[src/rtl/mix_columns_seq.sv]
`default_nettype none
// ============================================================================
// Module   : mix_columns_seq
// Brief    : Iterative AES forward MixColumns, COLS_PER_CYCLE columns/clock,
//            valid/ready in and out, result held until taken downstream.
// Revision : 1.0 - initial release
// ============================================================================
module mix_columns_seq #(
    parameter int COLS_PER_CYCLE = 1
) (
    input  logic         clk,
    input  logic         rst,
    input  logic         in_valid,
    output logic         in_ready,
    input  logic [127:0] in_data,
    output logic         out_valid,
    input  logic         out_ready,
    output logic [127:0] out_data,
    output logic         busy
);

    generate
        if (!(COLS_PER_CYCLE == 1 || COLS_PER_CYCLE == 2 || COLS_PER_CYCLE == 4)) begin : g_bad_cols
            $error("mix_columns_seq: COLS_PER_CYCLE must be 1, 2 or 4");
        end
    endgenerate

    localparam int         c_ngroups  = 4 / COLS_PER_CYCLE;
    localparam logic [1:0] c_last_grp = 2'(c_ngroups - 1);

    localparam logic [1:0] c_st_idle = 2'd0;
    localparam logic [1:0] c_st_busy = 2'd1;
    localparam logic [1:0] c_st_done = 2'd2;

    function automatic logic [7:0] xtime(input logic [7:0] a);
        return {a[6:0], 1'b0} ^ (a[7] ? 8'h1b : 8'h00);
    endfunction

    function automatic logic [31:0] mix_col(input logic [31:0] c);
        logic [7:0] a0, a1, a2, a3;
        logic [7:0] x0, x1, x2, x3;
        a0 = c[31:24];
        a1 = c[23:16];
        a2 = c[15:8];
        a3 = c[7:0];
        x0 = xtime(a0);
        x1 = xtime(a1);
        x2 = xtime(a2);
        x3 = xtime(a3);
        // 3a = xtime(a) ^ a
        return {x0 ^ (x1 ^ a1) ^ a2 ^ a3,
                a0 ^ x1 ^ (x2 ^ a2) ^ a3,
                a0 ^ a1 ^ x2 ^ (x3 ^ a3),
                (x0 ^ a0) ^ a1 ^ a2 ^ x3};
    endfunction

    logic [1:0]   r_state;
    logic [1:0]   r_grp;
    logic [127:0] r_src;
    logic [127:0] r_res;

    logic [31:0]  w_src_col [4];
    logic [1:0]   w_col_idx [COLS_PER_CYCLE];
    logic [31:0]  w_mix     [COLS_PER_CYCLE];

    generate
        for (genvar c = 0; c < 4; c++) begin : g_unpack
            assign w_src_col[c] = r_src[(3 - c) * 32 +: 32];
        end
        // Lane j of group g works on column g*COLS_PER_CYCLE + j.
        for (genvar j = 0; j < COLS_PER_CYCLE; j++) begin : g_lane
            assign w_col_idx[j] = 2'((int'(r_grp) * COLS_PER_CYCLE + j) % 4);
            assign w_mix[j]     = mix_col(w_src_col[w_col_idx[j]]);
        end
    endgenerate

    always_ff @(posedge clk or posedge rst) begin
        if (rst) begin
            r_state <= c_st_idle;
            r_grp   <= 2'd0;
            r_src   <= 128'd0;
            r_res   <= 128'd0;
        end else begin
            case (r_state)
                c_st_idle: begin
                    if (in_valid) begin
                        r_src   <= in_data;
                        r_grp   <= 2'd0;
                        r_state <= c_st_busy;
                    end
                end
                c_st_busy: begin
                    for (int j = 0; j < COLS_PER_CYCLE; j++) begin
                        r_res[(3 - int'(w_col_idx[j])) * 32 +: 32] <= w_mix[j];
                    end
                    r_grp <= r_grp + 2'd1;
                    if (r_grp == c_last_grp) begin
                        r_state <= c_st_done;
                    end
                end
                c_st_done: begin
                    if (out_ready) begin
                        r_state <= c_st_idle;
                    end
                end
                default: r_state <= c_st_idle;
            endcase
        end
    end

    // Handshake flags depend on the state register only.
    assign in_ready  = (r_state == c_st_idle);
    assign out_valid = (r_state == c_st_done);
    assign busy      = (r_state == c_st_busy) || (r_state == c_st_done);
    assign out_data  = r_res;

endmodule
`default_nettype wire

[config.mk]
export PLATFORM = sky130hd
export DESIGN_NAME = mix_columns_seq
export DESIGN_NICKNAME = d
export VERILOG_FILES = /design/src/rtl/mix_columns_seq.sv
export SDC_FILE = /design/constraint.sdc
export NUM_CORES = 1
export LEC_CHECK = 0
export ABC_CLOCK_PERIOD_IN_PS = 8800
export BUFFER_PORTS_ARGS = -buffer_cell sky130_fd_sc_hd__buf_2
export CORE_ASPECT_RATIO = 1.5
export CORE_MARGIN = 10
export CORE_UTILIZATION = 49
export DETAILED_ROUTE_END_ITERATION = 8
export PLACE_DENSITY = 0.76
export SETUP_SLACK_MARGIN = 0.5
export SYNTH_ARGS = -nofsm -noshare
export SYNTH_HDL_FRONTEND = slang
export SYNTH_SLANG_ARGS = --single-unit
[constraint.sdc]
create_clock -name clk -period 8.8 [get_ports clk]
set_input_delay 2.2 -clock clk [delete_from_list [all_inputs] [get_ports clk]]
set_output_delay 2.2 -clock clk [all_outputs]
set_load 0.01 [all_outputs]
; ---- Word-level counts from Yosys, hierarchy flattened
; Cells that the tools add are included.
[word_totals]
reg_bits = 260
elab_cells = 57
[op_classes]
n_addsub = 3
order_cmp = 1
eq_ne = 6
shifts = 2
muxes = 14
bitwise_logic = 21
reduce_logical = 6
[ops]
columns = cell, n
row1 = bitwise mux 128 bit, 1
row2 = variable shift 32 x 33 -> 128 bit (first input constant), 1
row3 = variable part select 32 x 33 -> 128 bit, 1
row4 = XOR 8 bit, 16
row5 = binary-select mux 32 bit (select 2 bit), 1
row6 = two-way mux 32 bit, 2
row7 = negation 8 -> 33 bit, 1
row8 = XOR 8 x 5 -> 8 bit, 4
row9 = two-way mux 5 bit, 4
row10 = two-way mux 2 bit, 4
row11 = case mux 2 bit (3 select lines), 1
row12 = == test 2 bit (second input constant), 2
row13 = inequality test 2 bit (second input constant), 2
row14 = case mux 2 bit (2 select lines), 1
row15 = AND reduction 2 bit, 2
row16 = greater-or-equal comparator 3 bit (second input constant), 1
row17 = inverter 2 -> 3 bit, 1
row18 = AND reduction 3 bit, 1
row19 = subtractor 2 x 2 -> 3 bit (first input constant), 1
row20 = adder 2 x 1 -> 2 bit (second input constant), 1
row21 = == test 2 x 1 -> 1 bit (second input constant), 1
row22 = zero test 2 bit, 1
row23 = inequality test 2 x 1 -> 1 bit (second input constant), 1
row24 = nonzero test 2 bit, 1
row25 = logical OR 1 bit, 1

; ---- Logic depth before layout (Yosys ltp)
[logic_depth]
ltp_word = 12
depth_mapped = 9

; ---- Worst setup path after synthesis
; OpenSTA, ideal clock, no wires.
[synth_timing]
path_kind = in2reg
start = input port in_valid
end = register r_src[0]
setup_time_ns = 0.125
arrival_ns = 3.312
required_time_ns = 8.675
path_slack_ns = 5.363
path_stages = 4
n_path_buf = 2
cell_sequence = nand2_1 -> clkbuf_1 -> buf_1 -> mux2_2
[synth_via]
elab_chain_cells = 1
[synth_rtl]
columns = element, line_no
row1 = start: declaration, 13  ; input logic in_valid,
row2 = AND reduction 2 bit (no line), --
row3 = end signal: assignment, 87  ; r_src <= in_data;
row4 = end: declaration, 59  ; logic [127:0] r_src;
; No other way between the ends.
; A chain may end at the register's enable or synchronous reset.

; ---- Final worst setup path
[layout_timing]
start = register r_state[1]
end = output port in_ready
[layout_via]
elab_chain_cells = 1
[layout_rtl]
columns = element, line_no
row1 = start: declaration, 57  ; logic [1:0] r_state;
row2 = start signal: assignment, 79  ; r_state <= c_st_idle;
row3 = start signal: assignment, 89  ; r_state <= c_st_busy;
row4 = start signal: assignment, 98  ; r_state <= c_st_done;
row5 = zero test 2 bit, 112  ; assign in_ready = (r_state == c_st_idle);
row6 = end: declaration, 14  ; output logic in_ready,
; No other way between the ends.

==> run_results.csv <==
group,metric,value,unit
drt,wl_per_cell,23.5,um
sta,grt_setup_unrepaired,"false",
sta,fmax,268,MHz
drt,antenna_left,0,
setup_path,arrival,1.53,ns
synthesis,ys_ff_latch,260,
floorplanning,rows,69,
synthesis,synth_top_cell_area_share,55.2,%
clock_network,clkSlewWorstSetupHoldPaths,0.06,ns
grt,grt_pass1_wl,47100,um
finish,nNetsFinal,1103,
sta,setup_viol,0,
sta,fin_ws,5.07,ns
synthesis,synth.avg_cell_area,16.6,um^2
setup_path,critPathMaxFanout,6,
synthesis,yosysTopAreaCell,"dfrtp_1",
drt,drt_first_pass_iters,4,
grt,grt_usage,19.5,%
synthesis,syn-num-nets,849,
drt,viasPerCell,5.53,
setup_path,end_kind,"output port",
sta,post-route-period-util,42.4,%
synthesis,ys_seq_area_share,55.2,%
setup_path,path_class,"flop to output port",
floorplanning,die_height,210,um
synthesis,async_flop_share,100,%
synthesis,ys_warn_count,0,
finish,post-route-util,60.2,%
sta,period_needed,3.73,ns
grt,grt_max_degree,88,
drt,vias,7177,
place,post-place-ws,4.54,ns
place,portBuffers,262,
place,globalplace.congestion,0.824,
floorplanning,start_util,49.8,%
synthesis,yosysMostFrequentCell,"dfrtp_1",
sta,hold_viol,0,
place,dp_hpwl,23000,um
clock_network,cts_setup_buffers,0,
synthesis,synth_edf_count,0,
sta,max_slew_margin,29.6,%
grt,grt_antenna_before_repair,0,
synthesis,synth_cell_types,38,
clock_network,clock_path_buffers,3,
clock_network,holdBufCountCts,0,
synthesis,synth_flop_cell,"dfrtp_1",
finish,antenna_cells,0,
sta,skew,0.0107,ns
sta,setup_tns,0,ns
synthesis,ys_top_cells_by_area,"dfrtp_1 55%, mux2_2 12%, a22o_1 9.5%",
finish,area_growth,20.9,%
clock_network,htreeDepth,1,
clock_network,cts_buffers,25,
clock_network,cts_root_buf,"clkbuf_16",
synthesis,synth_area,11800,um^2
grt,overflow,0,
job,cap_violations,0,
setup_path,start_kind,"flop",
floorplanning,fp.coreArea,23700,um^2
floorplanning,ioPinCount,263,
finish,multi_input_area,4950,um^2
drt,drc,0,
grt,grt_pass1_vias,7959,
finish,regArea,6510,um^2
clock_network,cts_resized,0,
sta,worstMarginPinSlew,1.06,ns
status,status,"completed",
setup_path,crit_required,6.60,ns
drt,wl,30600,um
synthesis,yosys-top-cells-count,"260 x dfrtp_1, 128 x a22o_1, 128 x mux2_2",
clock_network,clk_latency,0.52,ns
floorplanning,die_area,30800,um^2
synthesis,synth_cells,709,
finish,fillers,1876,
worst_hold_path,hold_path.class,"flop to flop",
floorplanning,die_x,147,um
finish,drive_gt1_share,50.5,%
sta,slew_viol_final,0,
drt,drt_first_iter_violations,391,
clock_network,cts_tree,"yes",
clock_network,cts_sinks,260,
-- state kept, by name, indices dropped and copies added, names as in the netlist --
| signal | count |
|---|---|
| out_data | 128 |
| r_src | 128 |
| r_grp | 2 |
| r_state | 2 |
-- critical path, cell delays in order (launching register included) --
cell	delay (ns)
dfrtp_1	0.42
inv_1	0.09
ha_1	0.31
buf_2	0.19
-- cell families after synthesis --
kind of cell / share of synthesized area (%)
AO/OA/AOI/OAI: 9.86
XOR/XNOR: 12.0
adder cells (fa/ha/maj): 0.850
buffers and inverters: 2.86
flip-flops: 55.2
multiplexers: 18.5
AND/OR/NAND/NOR: 0.722
-- path summary, 6_finish.rpt --
check	slack [ns]	cells past startpoint	endpoint	startpoint
min	0.50	1	r_src[43]	r_src[43]
max reg2reg	5.56	5	out_data[88]	r_grp[0]
max in group asynchronous	5.38	4	r_src[0]	rst
min in group asynchronous	1.92	3	out_data[56]	rst
min reg2reg	0.50	1	r_src[43]	r_src[43]
max	5.07	3	in_ready	r_state[1]
-- area by class of cell --
class                   instances  area share, %
clock buffers                  29           4.71
clock inverters                15           1.76
inverters                       7          0.211
multi-input cells             392           34.8
flip-flops and latches        260           45.7
well taps                     319           2.80
repair buffers                277           10.0
-- layer usage --
metal	part of all wire (%)	up-vias	GRT usage, %
met3	6.3	44	4.16
li1	-	3188	-
met2	54	246	34.9
met5	0	-	0
met1	38	3699	22.9
met4	2.3	0	5.85
-- placed cells by master (no fill, tap or decap), types with 2 or more instances in the layout --
| cell type | netlist | layout |
|---|---|---|
| bufinv_16 | 0 | 7 |
| xnor3_1 | 34 | 34 |
| clkbuf_16 | 0 | 25 |
| xnor2_4 | 5 | 5 |
| clkbuf_8 | 0 | 3 |
| clkinv_2 | 0 | 8 |
| and4_1 | 2 | 2 |
| xnor2_2 | 4 | 4 |
| buf_4 | 1 | 15 |
| a22o_1 | 128 | 128 |
| ha_1 | 8 | 8 |
| inv_1 | 7 | 6 |
| dfrtp_1 | 260 | 259 |
| xor3_1 | 7 | 7 |
| xnor2_1 | 7 | 7 |
| xor2_2 | 3 | 3 |
| a21oi_1 | 3 | 3 |
| buf_2 | 2 | 262 |
| mux4_1 | 5 | 5 |
| xor2_1 | 10 | 10 |
| mux2_2 | 128 | 128 |
| nand2_1 | 8 | 7 |
| mux4_2 | 27 | 27 |
-- metrics by stage --
step	hold slack [ns]	instance area, um^2	std cells
after floorplan	0.470	11800	709
after global placement	0.480	13300	1255
after detailed placement	0.487	13300	1255
after CTS	0.501	14200	1299
after global routing	0.506	14200	1299
final	0.498	14200	1299
Power is not shown: default switching activity piles up to over one toggle a cycle in this logic, so the estimate is an artifact.
